<file path="src/rtl/demux_scan_driver.sv">
`default_nettype none
// +----------------------------------------------------------------------------+
// | Module      : demux_scan_driver                                            |
// | Description : Serialises a 4-bit word onto the F/sel inputs of a 1-to-4    |
// |               demux. Each channel is held for HOLD_CYCLES cycles; words    |
// |               arrive over a valid/ready handshake and may stream           |
// |               back-to-back with no idle bubble between frames.             |
// | Revision    : 1.0  initial release                                         |
// +----------------------------------------------------------------------------+
// | Ports                                                                      |
// |   clk        in   1  rising-edge clock                                      |
// |   rst        in   1  synchronous, active-high reset                         |
// |   in_data    in   4  word to scan; bit i is routed to demux channel i       |
// |   in_valid   in   1  in_data is valid this cycle                            |
// |   in_ready   out  1  word is accepted on this edge when in_valid is high    |
// |   F          out  1  serial data bit to demux F                             |
// |   sel        out  2  channel select to demux sel                            |
// |   busy       out  1  high while a frame is being scanned                    |
// |   frame_done out  1  pulse during the final cycle of the last channel       |
// +----------------------------------------------------------------------------+
// | Build option                                                               |
// |   DEMUX_SCAN_MSB_FIRST_EN : scan channels 3,2,1,0 instead of 0,1,2,3;      |
// |                             idle/reset sel becomes 2'b11.                  |
// +----------------------------------------------------------------------------+
module demux_scan_driver #(
    parameter int HOLD_CYCLES = 1,   // cycles each channel is held, 1..16
    parameter int CNT_W       = 4    // hold counter width, 2^CNT_W >= HOLD_CYCLES
) (
    input  logic       clk,
    input  logic       rst,
    input  logic [3:0] in_data,
    input  logic       in_valid,
    output logic       in_ready,
    output logic       F,
    output logic [1:0] sel,
    output logic       busy,
    output logic       frame_done
);

    localparam logic [0:0] c_ST_IDLE = 1'b0;
    localparam logic [0:0] c_ST_SCAN = 1'b1;

`ifdef DEMUX_SCAN_MSB_FIRST_EN
    localparam logic [1:0] c_SEL_FIRST = 2'b11;
    localparam logic [1:0] c_SEL_LAST  = 2'b00;
`else
    localparam logic [1:0] c_SEL_FIRST = 2'b00;
    localparam logic [1:0] c_SEL_LAST  = 2'b11;
`endif

    localparam logic [CNT_W-1:0] c_CNT_LAST = CNT_W'(HOLD_CYCLES - 1);
    localparam logic [CNT_W-1:0] c_CNT_ONE  = CNT_W'(1);

    // State and datapath registers
    logic [0:0]       r_state;
    logic [1:0]       r_sel;
    logic             r_f;
    logic [CNT_W-1:0] r_cnt;
    logic [3:0]       r_word;

    // Next-state values
    logic [0:0]       w_state_nxt;
    logic [1:0]       w_sel_nxt;
    logic             w_f_nxt;
    logic [CNT_W-1:0] w_cnt_nxt;
    logic [3:0]       w_word_nxt;

    logic [1:0]       w_sel_step;
    logic             w_hold_end;
    logic             w_frame_last;
    logic             w_ready;
    logic             w_accept;

    // Channel that follows the current one in scan order.
`ifdef DEMUX_SCAN_MSB_FIRST_EN
    assign w_sel_step = r_sel - 2'd1;
`else
    assign w_sel_step = r_sel + 2'd1;
`endif

    // Everything below is decoded purely from registers, so frame_done and
    // in_ready cannot glitch on in_valid/in_data activity.
    assign w_hold_end   = (r_cnt == c_CNT_LAST);
    assign w_frame_last = (r_state == c_ST_SCAN) && (r_sel == c_SEL_LAST) && w_hold_end;
    assign w_ready      = (r_state == c_ST_IDLE) || w_frame_last;
    assign w_accept     = in_valid && w_ready;

    // ------------------------------------------------------------------
    // State register
    // ------------------------------------------------------------------
    always_ff @(posedge clk) begin
        if (rst) begin
            r_state <= c_ST_IDLE;
            r_sel   <= c_SEL_FIRST;
            r_f     <= 1'b0;
            r_cnt   <= '0;
            r_word  <= 4'b0000;
        end else begin
            r_state <= w_state_nxt;
            r_sel   <= w_sel_nxt;
            r_f     <= w_f_nxt;
            r_cnt   <= w_cnt_nxt;
            r_word  <= w_word_nxt;
        end
    end

    // ------------------------------------------------------------------
    // Next-state logic
    // F and sel are always updated together so the demux never sees the
    // previous channel's bit on a newly selected channel.
    // ------------------------------------------------------------------
    always_comb begin
        w_state_nxt = r_state;
        w_sel_nxt   = r_sel;
        w_f_nxt     = r_f;
        w_cnt_nxt   = r_cnt;
        w_word_nxt  = r_word;

        case (r_state)
            c_ST_IDLE: begin
                if (w_accept) begin
                    w_state_nxt = c_ST_SCAN;
                    w_word_nxt  = in_data;
                    w_sel_nxt   = c_SEL_FIRST;
                    w_f_nxt     = in_data[c_SEL_FIRST];
                    w_cnt_nxt   = '0;
                end
            end

            c_ST_SCAN: begin
                if (!w_hold_end) begin
                    // Still dwelling on the current channel.
                    w_cnt_nxt = r_cnt + c_CNT_ONE;
                end else if (r_sel != c_SEL_LAST) begin
                    // Move to the next channel; bit comes from the captured
                    // word so mid-frame in_data changes have no effect.
                    w_sel_nxt = w_sel_step;
                    w_f_nxt   = r_word[w_sel_step];
                    w_cnt_nxt = '0;
                end else if (w_accept) begin
                    // Final cycle with a word waiting: start the next frame
                    // on this very edge, no idle gap.
                    w_state_nxt = c_ST_SCAN;
                    w_word_nxt  = in_data;
                    w_sel_nxt   = c_SEL_FIRST;
                    w_f_nxt     = in_data[c_SEL_FIRST];
                    w_cnt_nxt   = '0;
                end else begin
                    w_state_nxt = c_ST_IDLE;
                    w_sel_nxt   = c_SEL_FIRST;
                    w_f_nxt     = 1'b0;
                    w_cnt_nxt   = '0;
                end
            end

            default: begin
                w_state_nxt = c_ST_IDLE;
                w_sel_nxt   = c_SEL_FIRST;
                w_f_nxt     = 1'b0;
                w_cnt_nxt   = '0;
            end
        endcase
    end

    // ------------------------------------------------------------------
    // Outputs
    // ------------------------------------------------------------------
    assign F          = r_f;
    assign sel        = r_sel;
    assign busy       = (r_state == c_ST_SCAN);
    assign frame_done = w_frame_last;
    assign in_ready   = w_ready;

endmodule
`default_nettype wire
</file>
<file path="config.mk">
export PLATFORM = sky130hd
export DESIGN_NAME = demux_scan_driver
export DESIGN_NICKNAME = d
export VERILOG_FILES = /design/src/rtl/demux_scan_driver.sv
export SDC_FILE = /design/constraint.sdc
export NUM_CORES = 1
export LEC_CHECK = 0
export CORE_MARGIN = 2
export CORE_UTILIZATION = 50
export CTS_CLUSTER_SIZE = 40
export DETAILED_ROUTE_END_ITERATION = 12
export PLACE_DENSITY = 0.76
export SETUP_SLACK_MARGIN = 0.1
export SLEW_MARGIN = 20
export SYNTH_ARGS = -nofsm -noshare
export SYNTH_HDL_FRONTEND = slang
export SYNTH_SLANG_ARGS = --single-unit
export TNS_END_PERCENT = 10
</file>
<file path="constraint.sdc">
create_clock -name clk -period 2.05 [get_ports clk]
set_clock_uncertainty 0.2 [all_clocks]
set_input_delay 0.3075 -clock clk [delete_from_list [all_inputs] [get_ports clk]]
set_output_delay 0.3075 -clock clk [all_outputs]
set_load 0.005 [all_outputs]
</file>
Word level (Yosys, flattened, before mapping)
Cells that the tools add are included.
{"block": "classes", "div_mod_pow": 0, "n_mul": 0, "bitwise_logic": 1, "n_shift": 0, "eq_ne": 5, "addsub": 2, "order_cmp": 1, "reduce_logical": 7, "mux": 22}
{"op": "$mux 4", "count": 5}
{"op": "$pmux 4 s2", "count": 2}
{"op": "$mux 1", "count": 8}
{"op": "$mux 2", "count": 3}
{"op": "$ne 2x2->1 const B", "count": 3}
{"op": "$add 4x1->4 const B", "count": 1}
{"op": "$logic_not 4->1", "count": 1}
{"op": "$pmux 1 s2", "count": 2}
{"op": "$pmux 2 s2", "count": 1}
{"op": "$reduce_and 2->1", "count": 2}
{"op": "$logic_and 1x1->1", "count": 3}
{"op": "$lt 2x3->1 const B", "count": 1}
{"op": "$add 2x1->2 const B", "count": 1}
{"op": "$bmux 1 s2", "count": 1}
{"op": "$eq 2x2->1 const B", "count": 1}
{"op": "$ne 2x1->1 const B", "count": 1}
{"op": "$logic_or 1x1->1", "count": 1}
{"op": "$not 1->1", "count": 1}
{"block": "word_totals", "regBits": 12, "wordCells": 43, "inputBits": 7, "rom_bits": 0, "memories": 0, "ramBits": 0, "latchBits": 0}

Depth between registers and ports, before layout
{"block": "logic_depth", "word_depth": 9, "mapped_depth": 6, "ltp_nobuf": 5}

Worst setup path after synthesis
No wires, ideal clock.
{"block": "synth_path", "path_kind": "register -> register", "startpoint": "register r_sel[0], in the netlist sel[0]", "endpoint": "register r_f, in the netlist F", "setup_ns": 0.130, "period_less_slack_ns": 1.663, "path_stages_with_launch": 5, "arrival_ns": 1.332, "required_ns": 1.720, "setup_slack_ns": 0.387, "path_cell_list": "dfxtp_1 -> ha_1 -> mux2_2 -> a222oi_1 -> a211oi_1"}
{"block": "synth_via", "elab_chain_cells": 9, "elab_cells_between_ends": 15}
{"element": "start, declared", "line": "56", "rtl": "logic [1:0] r_sel;"}
{"element": "start signal, assigned", "line": "94", "rtl": "r_sel <= c_SEL_FIRST;"}
{"element": "start signal, assigned", "line": "100", "rtl": "r_sel <= w_sel_nxt;"}
{"element": "parallel branches: the longest is 9 deep, another holds $add 2x1->2"}
{"element": "end signal, assigned", "line": "101", "rtl": "r_f <= w_f_nxt;"}
{"element": "end, declared", "line": "57", "rtl": "logic r_f;"}
Several ways; the timed one is not identified. The select of a mux whose other input is x is not followed.
A chain may end at the register's enable or synchronous reset.

Worst setup path in the final report
{"block": "layout_path", "startpoint": "register r_cnt[0]", "endpoint": "output port frame_done"}
{"block": "layout_via", "elab_chain_cells": 2}
{"element": "start, declared", "line": "58", "rtl": "logic [CNT_W-1:0] r_cnt;"}
{"element": "start signal, assigned", "line": "102", "rtl": "r_cnt <= w_cnt_nxt;"}
{"element": "$logic_not 4->1", "line": "83", "rtl": "assign w_hold_end = (r_cnt == c_CNT_LAST);"}
{"element": "$logic_and 1x1->1", "line": "84", "rtl": "assign w_frame_last = (r_state == c_ST_SCAN) && (r_sel == c_SEL_LAST) && w_hold_end;"}
{"element": "end, declared", "line": "37", "rtl": "output logic frame_done"}
No other way between the ends.

==> results.toml <==
[global_routing]
overflow = 0
grtUsageTotal_pct = 22.2
antenna_found_initial = 0
grt_pass1_vias = 714
grt_max_degree = 20
grt_pass1_wl_mm = 3.09

[drt]
routedWlPerCell_um = 15.7
met3_length_um = 69
first_pass_iters = 4
via_count = 763
wl_met1_um = 842
highest_layer = "met4"
wl_mm = 1.98
post-route-drc-count = 0
ant_nets = 0
viasPerCell = 6.06
dr_wl_met2_mm = 1.05
drt_iter0_markers = 25

[placed_design]
hpwl_mm = 1.28
gp_congestion = 0.745
portBuffers = 12
placed_area_um2 = 942

[critical_path]
cp.required_ps = 1540
cp_top_family = "simple AND/OR/NAND/NOR gates"
r2r-start = "r_cnt[0]"
cpPeakStageDelay_ps = 340
path_depth = 6
worstSetupPathType = "flop to output pin"
crit_buf_inv = 3
cp_max_fo = 3
endpoint = "frame_done"
startpoint = "r_cnt[0]"
slowest_stage = "dfxtp_2"
reg2reg_to = "F"
cp-start-kind = "flop"
r2r_slack_ps = 200
arrival_ps = 1410
reg2regPathDepth = 8
crit_path_frequent_cell = "buf_6"
path_cells = "inv_2 -> ha_4 -> buf_6 -> and4bb_2 -> and2_4 -> buf_6"
crit_path_end_kind = "output pin"

[power_and_ir_drop]
max-vdd-ir-drop_v = 0.000334
p_leak_nw = 0.391
total_power_uw = 556
power_density_mw_per_mm2 = 530

[min_path]
min_path_type = "flop to flop"

[synthesis]
syn_area_um2 = 739
ys_top_cells_by_area = "dfxtp_1 (32%), nor3b_1 (6.1%), nand4b_1 (5.9%), ha_1 (5.1%), o311ai_0 (4.7%)"
syn_inst = 86
synth-seq-cells = 12
synth_area_per_cell_um2 = 8.60
synth-edff-count = 0
synth_commonest_cells = "dfxtp_1 (12), a21oi_1 (6), nor3b_1 (6)"
ys_warn_count = 0
synth.distinct_cells = 29
synth_fp_nets = 96
synthFlopType = "dfxtp_1"
async_reset_ff_share_pct = 0
synth.most_common_cell = "dfxtp_1"
synth_top_area_share_pct = 32.5
ys_seq_area_share_pct = 32.5
synth.largest_area_cell = "dfxtp_1"

[clock_tree]
cts_made_buffers = 3
cts_tree = "built"
root_buffer = "clkbuf_4"
clock_latency_ps = 280
cts.htree.levels = 1
clock_sinks = 12
cts.path.max_buffers = 2
path_clk_slew_ps = 80

[timing]
rsz0062_at_grt = "yes"
setup_tns_ps = 0
holdWs_ps = 326
fin_crit_ps = 1920
drv_slew = 0
fin_crit_sh_pct = 93.5
hold_violations = 0
setup_viol = 0
maxSlewHeadroom_pct = 75.2
fmax_mhz = 522
worst_pin_slew_ps = 371

[floorplanning]
die_w_um = 42.5
rows = 13
die_h_um = 42.5
start_util_pct = 55.4
core_area_mm2 = 0.00133
io_pins = 13
design.die.area_mm2 = 0.00180

[cells_and_area]
diodes = 0
regArea_um2 = 245
layout-drive-gt1-share_pct = 32.4
design_area_mm2 = 0.00105
area_delta_synth_final_pct = 41.8
nFillCells = 86
multiInputGateArea_um2 = 500
final_nets = 122

[job]
cap_violations = 0

[status]
status = "finished clean"
## cells by family after synthesis
family,Yosys count,synth area share (%)
and+or+nand+nor,36,32.1
AOI/OAI and AO/OA,23,20.6
DFF,12,32.5
buffers and inverters,10,6.60
adders and majority gates,3,5.08
muxes,2,3.05
## power breakdown
part	internal [mW]	switching, mW	leakage (nW)
clock network	0.108	0.0823	0.0210
registers	0.245	0.00919	0.100
logic	0.0605	0.0508	0.270
## cell usage in the layout, fill, tap and decap left out
| master | instances |
|---|---|
| a211o_1 | 1 |
| a211oi_1 | 2 |
| a21oi_1 | 6 |
| a222oi_1 | 1 |
| a31oi_1 | 4 |
| a41oi_1 | 1 |
| and2_4 | 1 |
| and4b_1 | 1 |
| and4bb_2 | 1 |
| buf_4 | 14 |
| buf_6 | 2 |
| clkbuf_2 | 1 |
| clkbuf_4 | 3 |
| clkbuf_8 | 1 |
| clkdlybuf4s50_1 | 10 |
| dfxtp_1 | 8 |
| dfxtp_2 | 4 |
| ha_1 | 1 |
| ha_4 | 2 |
| inv_1 | 2 |
| inv_2 | 2 |
| mux2_2 | 2 |
| nand2_1 | 5 |
| nand2b_1 | 2 |
| nand2b_4 | 1 |
| nand3_1 | 2 |
| nand3b_1 | 2 |
| nand4b_1 | 5 |
| nor2_1 | 4 |
| nor2b_1 | 3 |
| nor3_1 | 1 |
| nor3b_1 | 6 |
| nor4bb_4 | 1 |
| o21ai_0 | 4 |
| o311ai_0 | 4 |
| or3b_2 | 1 |
## worst min-delay path by stage
stage | startpoint | end | cells past startpoint
finish | r_word[3] | r_word[3] | 2
detailed placement | sel[1] | sel[1] | 2
global placement | sel[1] | sel[1] | 2
floorplan | in_data[0] | r_word[0] | 2
global route | r_word[3] | r_word[3] | 2
CTS | r_word[0] | r_word[0] | 2
## sequential cells by signal, summed over array words and instances (netlist names)
| name | flops |
|---|---|
| r_cnt | 4 |
| r_word | 4 |
| sel | 2 |
| F | 1 |
| busy | 1 |
## timing repair
| action | CTS | global route |
|---|---|---|
| endpoints found under the hold margin | 0 | 0 |
| pin swaps | 2 | 3 |
| cloned | 0 | 0 |
| setup endpoints to repair | 2 | 3 |
| hold buffers | 0 | 0 |
| resized for setup | 16 | 7 |
| buffers inserted | 1 | 1 |
## tightest hold or removal path, cell delays in order (launching register included)
cell and delay, ps:
dfxtp_1 330, nand2_1 50, o311ai_0 90
## layout make-up
cell class / count / area share (%)
multi-input combinational: 64 / 47.7
sequential: 12 / 23.4
timing repair buffer: 27 / 22.2
clock buffer: 4 / 3.46
tap: 15 / 1.79
inverter: 4 / 1.43
## layer usage
layer	global-route usage, %	vias up
li1	-	378
met1	27.4	362
met2	36.0	19
met3	5.60	4
met4	10.0	0
met5	0	-
## stage by stage
step           utilization, %  instances  setup slack [ps]
2_1_floorplan               -         86               387
3_3_place_gp             70.6        120              39.9
3_5_place_dp             70.6        120              14.4
4_1_cts                  76.6        125              96.6
5_1_grt                  78.6        126              92.1
6_report                 78.6        126               134
Power figures use the tool's default switching activity.
==> variant: new RTL, same flow settings <==
The option `DEMUX_SCAN_MSB_FIRST_EN` is turned on by a define.
--- a/src/rtl/demux_scan_driver.sv
+++ b/src/rtl/demux_scan_driver.sv
@@ -24,2 +24,4 @@
 // +----------------------------------------------------------------------------+
+`define DEMUX_SCAN_MSB_FIRST_EN
+
 module demux_scan_driver #(
Function: changed (Yosys sat finds a counterexample within 4 cycles, from zero or initial values and one cycle with rst high).
==> variant against the original RTL <==
Via count shrank 0.39%; critical path depth is the same; sequential cell count is the same; cell area shrank 5.3%; highest routed layer unchanged; setup slack gained 0.012 ns; fmax grew 0.63%; synthesized cell count grew 1.2%; sequential power is essentially flat; routed wire length shrank 8.7%; area after synthesis shrank 0.68%; first-iteration DRC count shrank 64%; total power shrank 7.8%.
==> variant: results (changes against the original RTL) <==
* PwrDens at 516 nW/um2 (-2.7%)
* Hold Crit Endpoint: r_word[2]
* Most frequent cells after synthesis: dfxtp_1 (12), inv_1 (7), nor3b_1 (6)
* Largest net degree at the start of global routing at 19 (-5.0%)
* Multi-input comb cells at 62 (-3.1%)
* Num sequential at 12 (unchanged)
* Area occupied by multi-input gates at 467 um2 (-6.7%)
* Top cells by area, synth: dfxtp_1 (33%), nor3b_1 (6.1%), ha_1 (5.1%)
* Syn_nets at 97 (+1.0%)
* Slowest Stage Delay on Critical Path at 0.33 ns
* Placed cell count at 117 (-2.5%)
* CP max stage cell: dfxtp_2
* Maximum vdd ir drop at 0.000469 V (+40%)
* Non-clk invs at 7 (+3)
* Met1 usage at 31.5% (+4.1 points)
* Relative slew slack at 68.3% (-6.9 points)
* Buffering overhead at 21.5% (-0.66 points)
* Gr usage total at 23.0% (+0.84 points)
* Clock buf/inv share at 2.27% (-1.2 points)
* Met2 GRT Util at 35.7% (-0.31 points)
* Clk_lat worst skew at 0.27 ns
* Setup bufs post-CTS at 3 (+2)
* Dpl ws at -0.0294 ns (-0.0438 ns)
* Met3 wire length at 74 um (+7.2%)
* Placed cell area at 912 um2 (-3.2%)
* P_leak at 0.394 nW (+0.80%)
* Combinational Power at 0.000116 W (+5%)
* Hold WS at 0.311 ns (-0.0144 ns)
* Yosys cell types at 30 (+3.4%)
* 1st-iter DRT viols at 9 (-64%)
* GR Util met3 at 2.59% (-3.0 points)
* Reg power frac at 49.7% (+3.9 points)
* Sequential cell area at 245 um2 (unchanged)
* R2R Path Start: sel[0]
* Final HPWL DP at 1320 um (+3.1%)
* Delay-heaviest family, CP: simple AND/OR/NAND/NOR gates
* Sw Ratio at 26.6% (+0.96 points)
* Outcome: finished clean
* Vias in the first global route at 753 (+5.5%)
* Core Util, Final at 74.5% (-4.1 points)
* Clock Tree Root: clkbuf_4
* Fillers at 102 (+19%)
* Bufs w/o clock at 25 (-7.4%)
* Sequential-to-total area share from yosys stat at 32.7% (+0.22 points)
* Routed met2 length at 856 um (-18%)
* R2R cell count at 5 (-3)
* Gpl congestion at 0.824 (+10%)
* Post-Route WL at 1800 um (-8.7%)
* FF-to-FF setup slack at 0.23 ns (+0.03 ns)
* Hold Startpoint: r_word[2]
* Syn Area/Cell at 8.44 um2 (-1.8%)
* Share of post-route cells with drive strength above 1 at 30.3% (-2.2 points)
* First-pass GRT wire length at 3210 um (+3.8%)
* Wirelength per Cell at 14.5 um (-7.2%)
* WL met1 at 858 um (+1.9%)
* Via count at 760 (-0.39%)
variant: cell types whose count changed after synthesis, moves of 2 or more:
cell	unedited run	this run
buf_2	3	5
inv_1	4	7
nand2b_1	3	1
nand3b_1	2	0
nand4_1	0	4
nand4b_1	5	0
o311ai_0	4	2
o311ai_1	0	2
variant: worst max path at each step:
| stage | depth (start not counted) | slack [ns] | start | to |
|---|---|---|---|---|
| global placement | 5 | 0.03 | r_cnt[0] | in_ready |
| CTS | 5 | 0.07 | r_cnt[1] | frame_done |
| floorplan | 5 | 0.28 | sel[0] | F |
| finish | 6 | 0.15 | r_cnt[0] | in_ready |
| detailed placement | 5 | -0.03 | r_cnt[0] | in_ready |
| global route | 6 | 0.08 | r_cnt[1] | in_ready |
variant: kinds of logic (layout without fill, tap and decap cells):
kind of cell    Yosys count  count (layout)  share of synthesized area, %
buf+inv                  13              35                          7.50
mux                       2               2                          3.07
flops                    12              12                          32.7
fa+ha+maj                 3               3                          5.11
compound gates           24              24                          23.7
simple gates             33              33                          27.9
